`src/rtl/sdiv_59x35.sv`:
```
// sdiv_59x35: sequential restoring signed divider, one quotient bit per clock, start/valid handshake
module sdiv_59x35 #(
  parameter int DW = 59,
  parameter int VW = 35
) (
  input  logic          clk,
  input  logic          rstn,
  input  logic          start,
  input  logic [DW-1:0] dividend,
  input  logic [VW-1:0] divisor,
  output logic          busy,
  output logic          valid,
  output logic [DW-1:0] quotient,
  output logic [VW-1:0] remainder,
  output logic          div_zero
);
  localparam int CW = $clog2(DW);
  localparam logic [1:0] IDLE = 2'd0, ABS = 2'd1, ITER = 2'd2, FIX = 2'd3;
  logic [1:0]    state;
  logic [CW-1:0] cnt;
  logic [DW-1:0] dq;
  logic [VW-1:0] m, r;
  logic          sa, sb;
  logic [VW:0]   sh;
  logic          neg, dz;
  // dq holds the dividend magnitude and collects quotient bits from the LSB end
  assign sh   = {r, dq[DW-1]};
  assign neg  = sh < {1'b0, m};
  assign dz   = m == '0;
  assign busy = state != IDLE;
  always_ff @(posedge clk or negedge rstn)
    if (!rstn) begin
      state     <= IDLE;
      cnt       <= '0;
      dq        <= '0;
      m         <= '0;
      r         <= '0;
      sa        <= 1'b0;
      sb        <= 1'b0;
      valid     <= 1'b0;
      quotient  <= '0;
      remainder <= '0;
      div_zero  <= 1'b0;
    end else begin
      valid <= 1'b0;
      case (state)
        IDLE: if (start) begin
          dq    <= dividend;
          m     <= divisor;
          state <= ABS;
        end
        ABS: begin
          sa    <= dq[DW-1];
          sb    <= m[VW-1];
          dq    <= dq[DW-1] ? -dq : dq;
          m     <= m[VW-1] ? -m : m;
          r     <= '0;
          cnt   <= CW'(DW-1);
          state <= ITER;
        end
        ITER: begin
          r     <= neg ? sh[VW-1:0] : sh[VW-1:0] - m;
          dq    <= {dq[DW-2:0], ~neg};
          cnt   <= cnt - 1'b1;
          state <= cnt == '0 ? FIX : ITER;
        end
        default: begin
          quotient  <= dz ? '0 : (sa ^ sb) ? -dq : dq;
          remainder <= dz ? '0 : sa ? -r : r;
          div_zero  <= dz;
          valid     <= 1'b1;
          state     <= IDLE;
        end
      endcase
    end
endmodule

```
`config.mk`:
```
export PLATFORM = sky130hd
export DESIGN_NAME = sdiv_59x35
export DESIGN_NICKNAME = d
export VERILOG_FILES = /design/src/rtl/sdiv_59x35.sv
export SDC_FILE = /design/constraint.sdc
export NUM_CORES = 1
export LEC_CHECK = 0
export CAP_MARGIN = 0
export CORE_UTILIZATION = 45
export CTS_BUF_LIST = sky130_fd_sc_hd__clkbuf_8
export CTS_CLUSTER_DIAMETER = 150
export CTS_CLUSTER_SIZE = 24
export DETAILED_ROUTE_END_ITERATION = 6
export PLACE_DENSITY_LB_ADDON = 0.15
export SYNTH_ARGS = -nofsm -noshare
export SYNTH_HDL_FRONTEND = slang
export SYNTH_SLANG_ARGS = --single-unit
```
`constraint.sdc`:
```
create_clock -name clk -period 4.23 [get_ports clk]
set_input_delay 0.6345 -clock clk [delete_from_list [all_inputs] [get_ports clk]]
set_output_delay 0.6345 -clock clk [all_outputs]
set_load 0.02 [all_outputs]
```
# After elaboration in Yosys (flattened, before gate mapping)
# Cells that the tools add are included.
[totals] register_bits=235 latchBits=0 ram_bits=0 romBits=0 in_bits=97 output_inout_bits=97 mem_count=0
[classes] addsub=5 n_mul=0 n_div=0 order_cmp=1 eq_ne=5 shifts=0 n_mux=17 bitwise=2 n_reduce_logical=12
[ops] operator="2-to-1 mux 59 bit" count=4
[ops] operator="one-hot mux 59 bit (3 select lines)" count=1
[ops] operator="2-to-1 mux 35 bit" count=5
[ops] operator="one-hot mux 35 bit (2 select lines)" count=2
[ops] operator="negation 35 bit" count=2
[ops] operator="negation 59 bit" count=1
[ops] operator="< comparator 36 x 35 -> 1 bit" count=1
[ops] operator="zero test 35 bit" count=1
[ops] operator="subtractor 35 bit" count=1
[ops] operator="one-hot mux 6 bit (2 select lines)" count=1
[ops] operator="zero test 6 bit" count=1
[ops] operator="inequality test 2 bit, second input constant" count=3
[ops] operator="one-hot mux 2 bit (3 select lines)" count=1
[ops] operator="AND reduction 3 bit" count=2
[ops] operator="nonzero test 2 bit" count=3
[ops] operator="subtractor 6 x 1 -> 6 bit, second input constant" count=1
[ops] operator="AND reduction 2 bit" count=2
[ops] operator="nonzero test 3 bit" count=1
[ops] operator="OR reduction 3 bit" count=1
[ops] operator="== test 2 x 1 -> 1 bit, second input constant" count=1
[ops] operator="== test 2 bit, second input constant" count=1
[ops] operator="zero test 2 bit" count=1
[ops] operator="2-to-1 mux 1 bit" count=2
[ops] operator="2-to-1 mux 2 bit" count=1
[ops] operator="2 further kinds" count=2

# Logic depth before layout (Yosys ltp)
# Gate-level depths: netlist of run 1.
[depth] word_depth=3 mapped_depth=14 ltp_nobuf=12

# Worst setup path before layout of run 1
# OpenSTA, ideal clock, no wires.
[synth_path] path_kind="reg2reg" start="register m[3]" end="register r[10]" arrival_time_ns=3.262 required_time_ns=4.089 setup_slack_ns=0.827 path_stages_with_launch=13 path_buffers=1 period_less_slack_ns=3.403 path_cell_list="dfrtp_1 > inv_1 > ha_1 > o211ai_1 > a21oi_1 > o41ai_1 > o21ai_0 > a2111o_1 > a21oi_1 > nor2_1 > buf_1 > mux2i_1 > o22ai_1"
[synth_between] elab_chain_cells=3 elab_cells_between_ends=4 cone_classes="1 x add/sub; 1 x order compare; 2 x mux"
[synth_lines] item="start, declared" line="22" rtl="logic [VW-1:0] m, r;"
[synth_lines] item="start signal, assigned" line="49" rtl="m <= divisor;"
[synth_lines] item="start signal, assigned" line="56" rtl="m <= m[VW-1] ? -m : m;"
[synth_lines] item="subtractor 35 bit / < comparator 36 x 35 -> 1 bit (equally long branches)" line="62, 28"
[synth_lines] item="2-to-1 mux 35 bit *" line="62" rtl="r <= neg ? sh[VW-1:0] : sh[VW-1:0] - m;"
[synth_lines] item="one-hot mux 35 bit (2 select lines) *" line="46" rtl="case (state)"
[synth_lines] item="end signal, assigned" line="62"
[synth_lines] item="end, declared" line="22"
# Mark *: on every way between the ends. The rest lies on a longest branch, timed or not.
# A chain may end at the register's enable or synchronous reset.

# Worst setup path in the final report of run 1
[layout_path] start="register dq[58]" end="register r[9]"
[layout_between] elab_chain_cells=3 elab_cells_between_ends=4 cone_classes="1 x add/sub; 1 x order compare; 2 x mux"
[layout_lines] item="start, declared" line="21" rtl="logic [DW-1:0] dq;"
[layout_lines] item="start signal, assigned" line="48" rtl="dq <= dividend;"
[layout_lines] item="start signal, assigned" line="55" rtl="dq <= dq[DW-1] ? -dq : dq;"
[layout_lines] item="start signal, assigned" line="63" rtl="dq <= {dq[DW-2:0], ~neg};"
[layout_lines] item="subtractor 35 bit / < comparator 36 x 35 -> 1 bit (equally long branches)" line="62, 28"
[layout_lines] item="2-to-1 mux 35 bit *" line="62"
[layout_lines] item="one-hot mux 35 bit (2 select lines) *" line="46"
# Marks and branches as above.

==> reports/metrics.yaml, run 1 <==
run_status:
  status: "finished with violations"
  violations: "design-rule violations"
worst_setup_path:
  cp-end-kind: "flop"
  startpoint: "dq[58]$_DFFE_PN0P_"
  crit_slowest_cell: "nor2_2"
  cpLargestDelayFamily: "compound AO/OA/AOI/OAI gates"
  arrival_ns: 4.32
  reg2reg_depth: 13
  crit_chain: "inv_1, ha_1, fa_1, nand2b_1, a21oi_1, o41ai_2, o21ai_0, a2111o_1, a21oi_1, nor2_2, buf_4, mux2i_1, o22ai_1"
  crit_fanout: 13
  cp-start-kind: "flop"
  reg2reg_to: "r[9]$_DFFE_PN0N_"
  rrSetupSlack_ns: 0.37
  worstReg2RegStart: "dq[58]$_DFFE_PN0P_"
  critPathMostFrequentCell: "a21oi_1"
  max_stage_delay_ns: 0.71
  crit_required_ns: 4.69
  critPathKind: "reg2reg"
  cp_num_buf_inv: 2
clocking:
  clk_path_buf_depth: 3
  clkLatencyLatePin_ns: 0.58
  clock_sinks: 235
  cts_tree: "yes"
  path_clk_slew_ns: 0.17
  cts-root-buf: "clkbuf_8"
  cts_buffers: 13
  cts_max_level: 1
power:
  design_power_total_w: 0.0145
  power_leakage_nw: 7.52
  power.density_nw_per_um2: 815
  ir_drop_mv: 0.386
synthesis:
  postSynthNetCount: 1990
  synth_flop_cell: "dfrtp_1"
  syn_area_um2: 15300
  synth_top_area_share_pct: 38.5
  synthTopCellsByArea: "dfrtp_1 (39%), o22ai_1 (6.6%), o21ai_0 (4.6%), inv_1 (4.6%), xnor2_1 (4.4%)"
  ys_ff_latch: 235
  synthArstFlopShare_pct: 100
  yosysSeqAreaShare_pct: 38.5
  ys_warn_count: 0
  syn_inst: 1848
  synth_top_area_cell: "dfrtp_1"
  synth_edf_count: 0
  syn_avg_cell_area_um2: 8.26
  synth_cell_types: 71
place:
  routabilityCongestion: 0.919
  place_inst: 2401
  numPortBuffers: 193
  dpl_cell_area_um2: 17600
  dpl.hpwl_um: 33000
worst_hold_path:
  hold_class: "in2async"
timing:
  finalSetupViolations: 0
  maxSlewViolCount: 0
  fin_skew_ns: 0.0497
  slew_headroom_pct: 17.8
  rsz0062_at_grt: "false"
  fmax_mhz: 259
  whs_ns: 0.139
  hold_violations: 0
  period_needed_ns: 3.86
  setup_tns_ns: 0
  tightest_slew_ns: 1.23
  post-route-period-util_pct: 91.3
die:
  fp.dieArea_um2: 34600
  dieWidth_um: 186
  core-area_um2: 33400
  rows: 67
  floorplan.initialDensity_pct: 45.6
  ioPinCount: 194
  dieHeight_um: 186
detailed_routing:
  vias_per_cell: 5.94
  drc: 2
  via_count: 14361
  routed_wl_um: 47000
  drtIter0Drc: 1172
  drtAntennaViolNets: 0
  wl_per_cell_um: 19.4
  first_pass_iters: 7
layout:
  layout.nets: 2110
  n_fill_cell: 3206
  syn_to_final_growth_pct: 16.9
  final_common_cell: "dfrtp_1"
  fin_area_um2: 17800
  fin_cells: 2416
  layout_common_cells: "dfrtp_1 (235), clkdlybuf4s50_1 (192), inv_1 (185), o22ai_1 (160), nand2_1 (149)"
  drive_gt1_share_pct: 4.42
  antenna_cells: 0
global_routing:
  grt_pass1_vias: 13698
  grt_pass1_wl_um: 74000
  grt-ovfl-total: 0
  grt_max_degree: 121
  antenna_found_initial: 0
  track_usage_pct: 27.0
flow_run:
  maxCapViolations: 0
[worst max path at each step]
stage	slack, ns	cells past startpoint	endpoint
after floorplan	0.83	12	r[10]$_DFFE_PN0N_
after detailed placement	0.40	13	r[9]$_DFFE_PN0N_
final	0.37	13	r[9]$_DFFE_PN0N_
after global placement	0.45	12	dq[0]$_DFFE_PN0P_
after global routing	0.06	13	r[9]$_DFFE_PN0N_
after CTS	0.37	13	r[9]$_DFFE_PN0N_
[kinds of logic (layout without fill, tap and decap cells)]
logic type,count (synthesis),count (layout),share of synthesized area [%]
buffers and inverters,313,433,8.05
AO/OA/AOI/OAI,599,599,24.9
AND/OR/NAND/NOR,503,503,15.7
multiplexers,29,29,1.93
flip-flops,235,235,38.5
adder cells (fa/ha/maj),45,45,3.74
XOR/XNOR,124,124,7.12
[area by class of cell]
type                    count  area (um2)  share of cell area, %
inverters                 188         706                   3.96
flip-flops and latches    235        5880                   33.0
clock inverters             2        15.0                 0.0842
repair buffers            230        2250                   12.6
well taps                 448         561                   3.14
multi-input cells        1300        8240                   46.2
clock buffers              13         179                   1.00
[power by group]
| group | internal [W] | switching, W | total, W |
|---|---|---|---|
| sequential | 0.00315 | 0.000986 | 0.00414 |
| combinational | 0.00369 | 0.00566 | 0.00935 |
| clock | 0.000289 | 0.000755 | 0.00104 |
[per-layer routing]
metal	share of wire [%]	global-route usage, %	vias up
met2	49	46.7	485
met5	0	0	-
met4	2.9	8.59	0
met1	43	35.5	6956
met3	5.5	2.82	72
li1	-	-	6848
[synth_stat cells, types with 5 or more instances]
cell	n
nand2b_1	10
xnor2_1	77
o211ai_1	5
or3_1	28
or4_1	11
buf_6	6
o21a_1	8
a31oi_1	7
a21o_1	16
dfrtp_1	235
nor3_1	62
o22ai_1	160
nand4_1	16
nor2_1	143
a22o_1	7
nand2_1	150
inv_1	186
ha_1	44
clkbuf_1	107
o21ai_0	140
mux2i_1	26
xor2_1	47
o2bb2ai_1	7
buf_2	7
nand3_1	28
buf_1	5
and2_1	6
nor4_1	9
o41ai_1	9
a221oi_1	30
and3_1	9
a211oi_1	11
a21oi_1	114
o31ai_1	29
or2_2	5
a222oi_1	20
[state kept, by name, indices dropped and copies added, names as in the netlist]
signal     count
dq            59
r             35
div_zero       1
sb             1
state          2
valid          1
sa             1
remainder     35
quotient      59
m             35
cnt            6
[worst register-to-register path, cell delays in order, from the launching register on]
cell	delay, ns
dfrtp_1	0.38
inv_1	0.10
ha_1	0.24
fa_1	0.39
nand2b_1	0.18
a21oi_1	0.27
o41ai_2	0.16
o21ai_0	0.31
a2111o_1	0.23
a21oi_1	0.15
nor2_2	0.71
buf_4	0.34
mux2i_1	0.22
o22ai_1	0.09
[per-stage QoR]
| step | utilization (%) | worst slack (ns) |
|---|---|---|
| 2_1_floorplan | - | 0.827 |
| 3_3_place_gp | 52.7 | 0.447 |
| 3_5_place_dp | 52.7 | 0.399 |
| 4_1_cts | 53.3 | 0.371 |
| 5_1_grt | 53.3 | 0.0610 |
| 6_report | 53.3 | 0.367 |
[timing repair]
action / in CTS / in global routing
setup buffers: 0 / 0
setup endpoints to repair: 0 / 2
gates resized for setup: 0 / 1
hold buffers: 0 / 0
(Power assumes the default switching activity.)
==> inputs of run 2 (changes only) <==
--- a/config.mk
+++ b/config.mk
@@ -6,6 +6,7 @@
 export NUM_CORES = 1
 export LEC_CHECK = 0
 export CAP_MARGIN = 0
+export CORE_MARGIN = 1.5
 export CORE_UTILIZATION = 45
 export CTS_BUF_LIST = sky130_fd_sc_hd__clkbuf_8
 export CTS_CLUSTER_DIAMETER = 150
==> run 2 against run 1 <==
Compared with the run above: the flow now finishes without violations; hold slack improved by 0.0067 ns; first-iteration DRC count fell by 0.26%; flip-flop and latch count unchanged; sequential power up 1%; largest cell class unchanged.
==> reports/metrics.yaml, run 2 (synthesized netlist as in run 1, its figures left out) <==
worst_setup_path:
  startpoint: "m[4]$_DFFE_PN0P_"
  arrival_ns: 4.22  # -0.10 ns
  cp-end-kind: "flop"
  critPathKind: "reg2reg"
  worstReg2RegStart: "m[4]$_DFFE_PN0P_"
  cp-start-kind: "flop"
  crit_fanout: 30  # +17
  crit_required_ns: 4.61  # -0.08 ns
clocking:
  cts-root-buf: "clkbuf_8"
  cts_resized: 0  # unchanged
  cts_max_level: 1  # unchanged
  cts_buffers: 13  # unchanged
  cts_tree: "yes"
  cts_hold_buffers: 0  # unchanged
  clkLatencyLatePin_ns: 0.57  # about the same
  path_clk_slew_ns: 0.16  # about the same
  post_cts_buffers: 0  # unchanged
  clock_sinks: 235  # unchanged
  clk_path_buf_depth: 3  # unchanged
global_routing:
  track_usage_pct: 26.4  # -0.65 points
  grt-ovfl-total: 0  # unchanged
  antenna_found_initial: 1  # +1
  grt_pass1_vias: 13710  # +0.088%
  grt_pass1_wl_um: 75200  # +1.6%
  grt_max_degree: 107  # -12%
detailed_routing:
  via_count: 14298  # -0.44%
  drtAntennaViolNets: 0  # unchanged
  first_pass_iters: 5  # -2
  routed_wl_um: 47200  # +0.50%
  wl_per_cell_um: 19.5  # +0.50%
  drc: 0  # -2
  drtIter0Drc: 1169  # -0.26%
  vias_per_cell: 5.92  # -0.44%
layout:
  n_fill_cell: 3153  # -1.7%
  drive_gt1_share_pct: 4.37  # -0.051 points
  antenna_cells: 0  # unchanged
  layout_common_cells: "dfrtp_1 (235), clkdlybuf4s50_1 (192), inv_1 (185), o22ai_1 (160), nand2_1 (149)"
  syn_to_final_growth_pct: 17.1
  final_common_cell: "dfrtp_1"
  top_regs: "dq: 59 flops, quotient: 59 flops"
  layout.nets: 2111  # +0.047%
timing:
  fin_skew_ns: 0.0515  # +0.00173 ns
  tightest_slew_ns: 1.27  # +0.0451 ns
  fmax_mhz: 260  # +0.62%
  rsz0062_at_grt: "false"
  slew_headroom_pct: 15.1  # -2.7 points
  setup_tns_ns: 0  # unchanged
  hold_violations: 0  # unchanged
  post-route-period-util_pct: 90.8  # -0.57 points
  period_needed_ns: 3.84  # -0.0240 ns
  finalSetupViolations: 0  # unchanged
  maxSlewViolCount: 0  # unchanged
die:
  rows: 67  # unchanged
  dieHeight_um: 187  # +0.54%
  fp.dieArea_um2: 35000  # +1.1%
  dieWidth_um: 187  # +0.54%
  floorplan.initialDensity_pct: 45.6  # unchanged
  ioPinCount: 194  # unchanged
  core-area_um2: 33400  # unchanged
power:
  p_sw_w: 0.00740  # about the same
  power_leakage_nw: 7.53  # +0.18%
  power_frac_comb_pct: 64.0  # -0.3 points
  power.share.sequential_pct: 28.8  # +0.3 points
  clockPowerShare_pct: 7.1  # about the same
  ir_drop_mv: 0.383  # -0.57%
  design_power_total_w: 0.0146  # +0.19%
  power.density_nw_per_um2: 815  # about the same
  intPower_w: 0.00716  # +0.42%
  swShare_pct: 50.8  # -0.11 points
place:
  routabilityCongestion: 0.899  # -2.2%
  dpl.hpwl_um: 33200  # +0.57%
  numPortBuffers: 193  # unchanged
run_status:
  status: "finished clean"
flow_run:
  maxCapViolations: 0  # unchanged
worst_hold_path:
  hold_class: "in2async"
## run 2: critical path, cell delays in order, from the launching register on
cell and delay [ns]:
dfrtp_1 0.47, nor4_4 0.42, nand4_1 0.27, or4_4 0.58, nand2b_4 0.18, or3_4 0.41
or3_1 0.41, o21ai_4 0.56, buf_12 0.26, o22ai_1 0.10
## run 2: stage by stage
step / setup WS, ns / hold WS (ns) / cell area, um2 / util [%] / std cells
3_3_place_gp: 0.502 / 0.465 / 17700 / 52.8 / 2402
5_1_grt: 0.0991 / 0.206 / 17900 / 53.4 / 2416
2_1_floorplan: 0.827 / 0.339 / 15300 / - / 1848
4_1_cts: 0.388 / 0.160 / 17900 / 53.4 / 2416
6_report: 0.391 / 0.145 / 17900 / 53.4 / 2416
3_5_place_dp: 0.416 / 0.479 / 17700 / 52.8 / 2402
## run 2: power by group through the flow
| stage | Combinational (W) | Clock (W) | Sequential (W) |
|---|---|---|---|
| detailed placement | 0.00928 | 0 | 0.00424 |
| global route | 0.0102 | 0.00114 | 0.00435 |
| finish | 0.00932 | 0.00104 | 0.00420 |
| global placement | 0.00916 | 0 | 0.00421 |
| CTS | 0.00931 | 0.00108 | 0.00419 |
| floorplan | 0.00615 | 0 | 0.00429 |
## run 2: layout make-up
class | count | area [um2] | area share [%]
Clock inverter | 1 | 7.51 | 0.0420
Inverter | 188 | 706 | 3.95
Clock buffer | 13 | 179 | 1.00
Timing Repair Buffer | 231 | 2300 | 12.9
Multi-Input combinational cell | 1300 | 8230 | 46.1
Sequential cell | 235 | 5880 | 32.9
Tap cell | 448 | 561 | 3.14
## run 2: path summary, 6_finish.rpt
kind | end | slack, ns | cells past startpoint
min in group clk | div_zero$_DFFE_PN0P_ | 0.51 | 1
hold reg to reg | div_zero$_DFFE_PN0P_ | 0.51 | 1
setup reg to reg | quotient[22]$_DFFE_PN0P_ | 0.39 | 9
max in group asynchronous | m[18]$_DFFE_PN0P_ | 3.17 | 2
hold / removal | dq[11]$_DFFE_PN0P_ | 0.15 | 1
setup / recovery | quotient[22]$_DFFE_PN0P_ | 0.39 | 9
## run 2: per-layer routing
metal,wire [um],vias to the layer above,track usage [%]
li1,-,6852,-
met1,20500,6907,35.5
met2,22800,474,44.6
met3,2560,63,3.02
met4,1290,2,8.13
met5,13,-,0
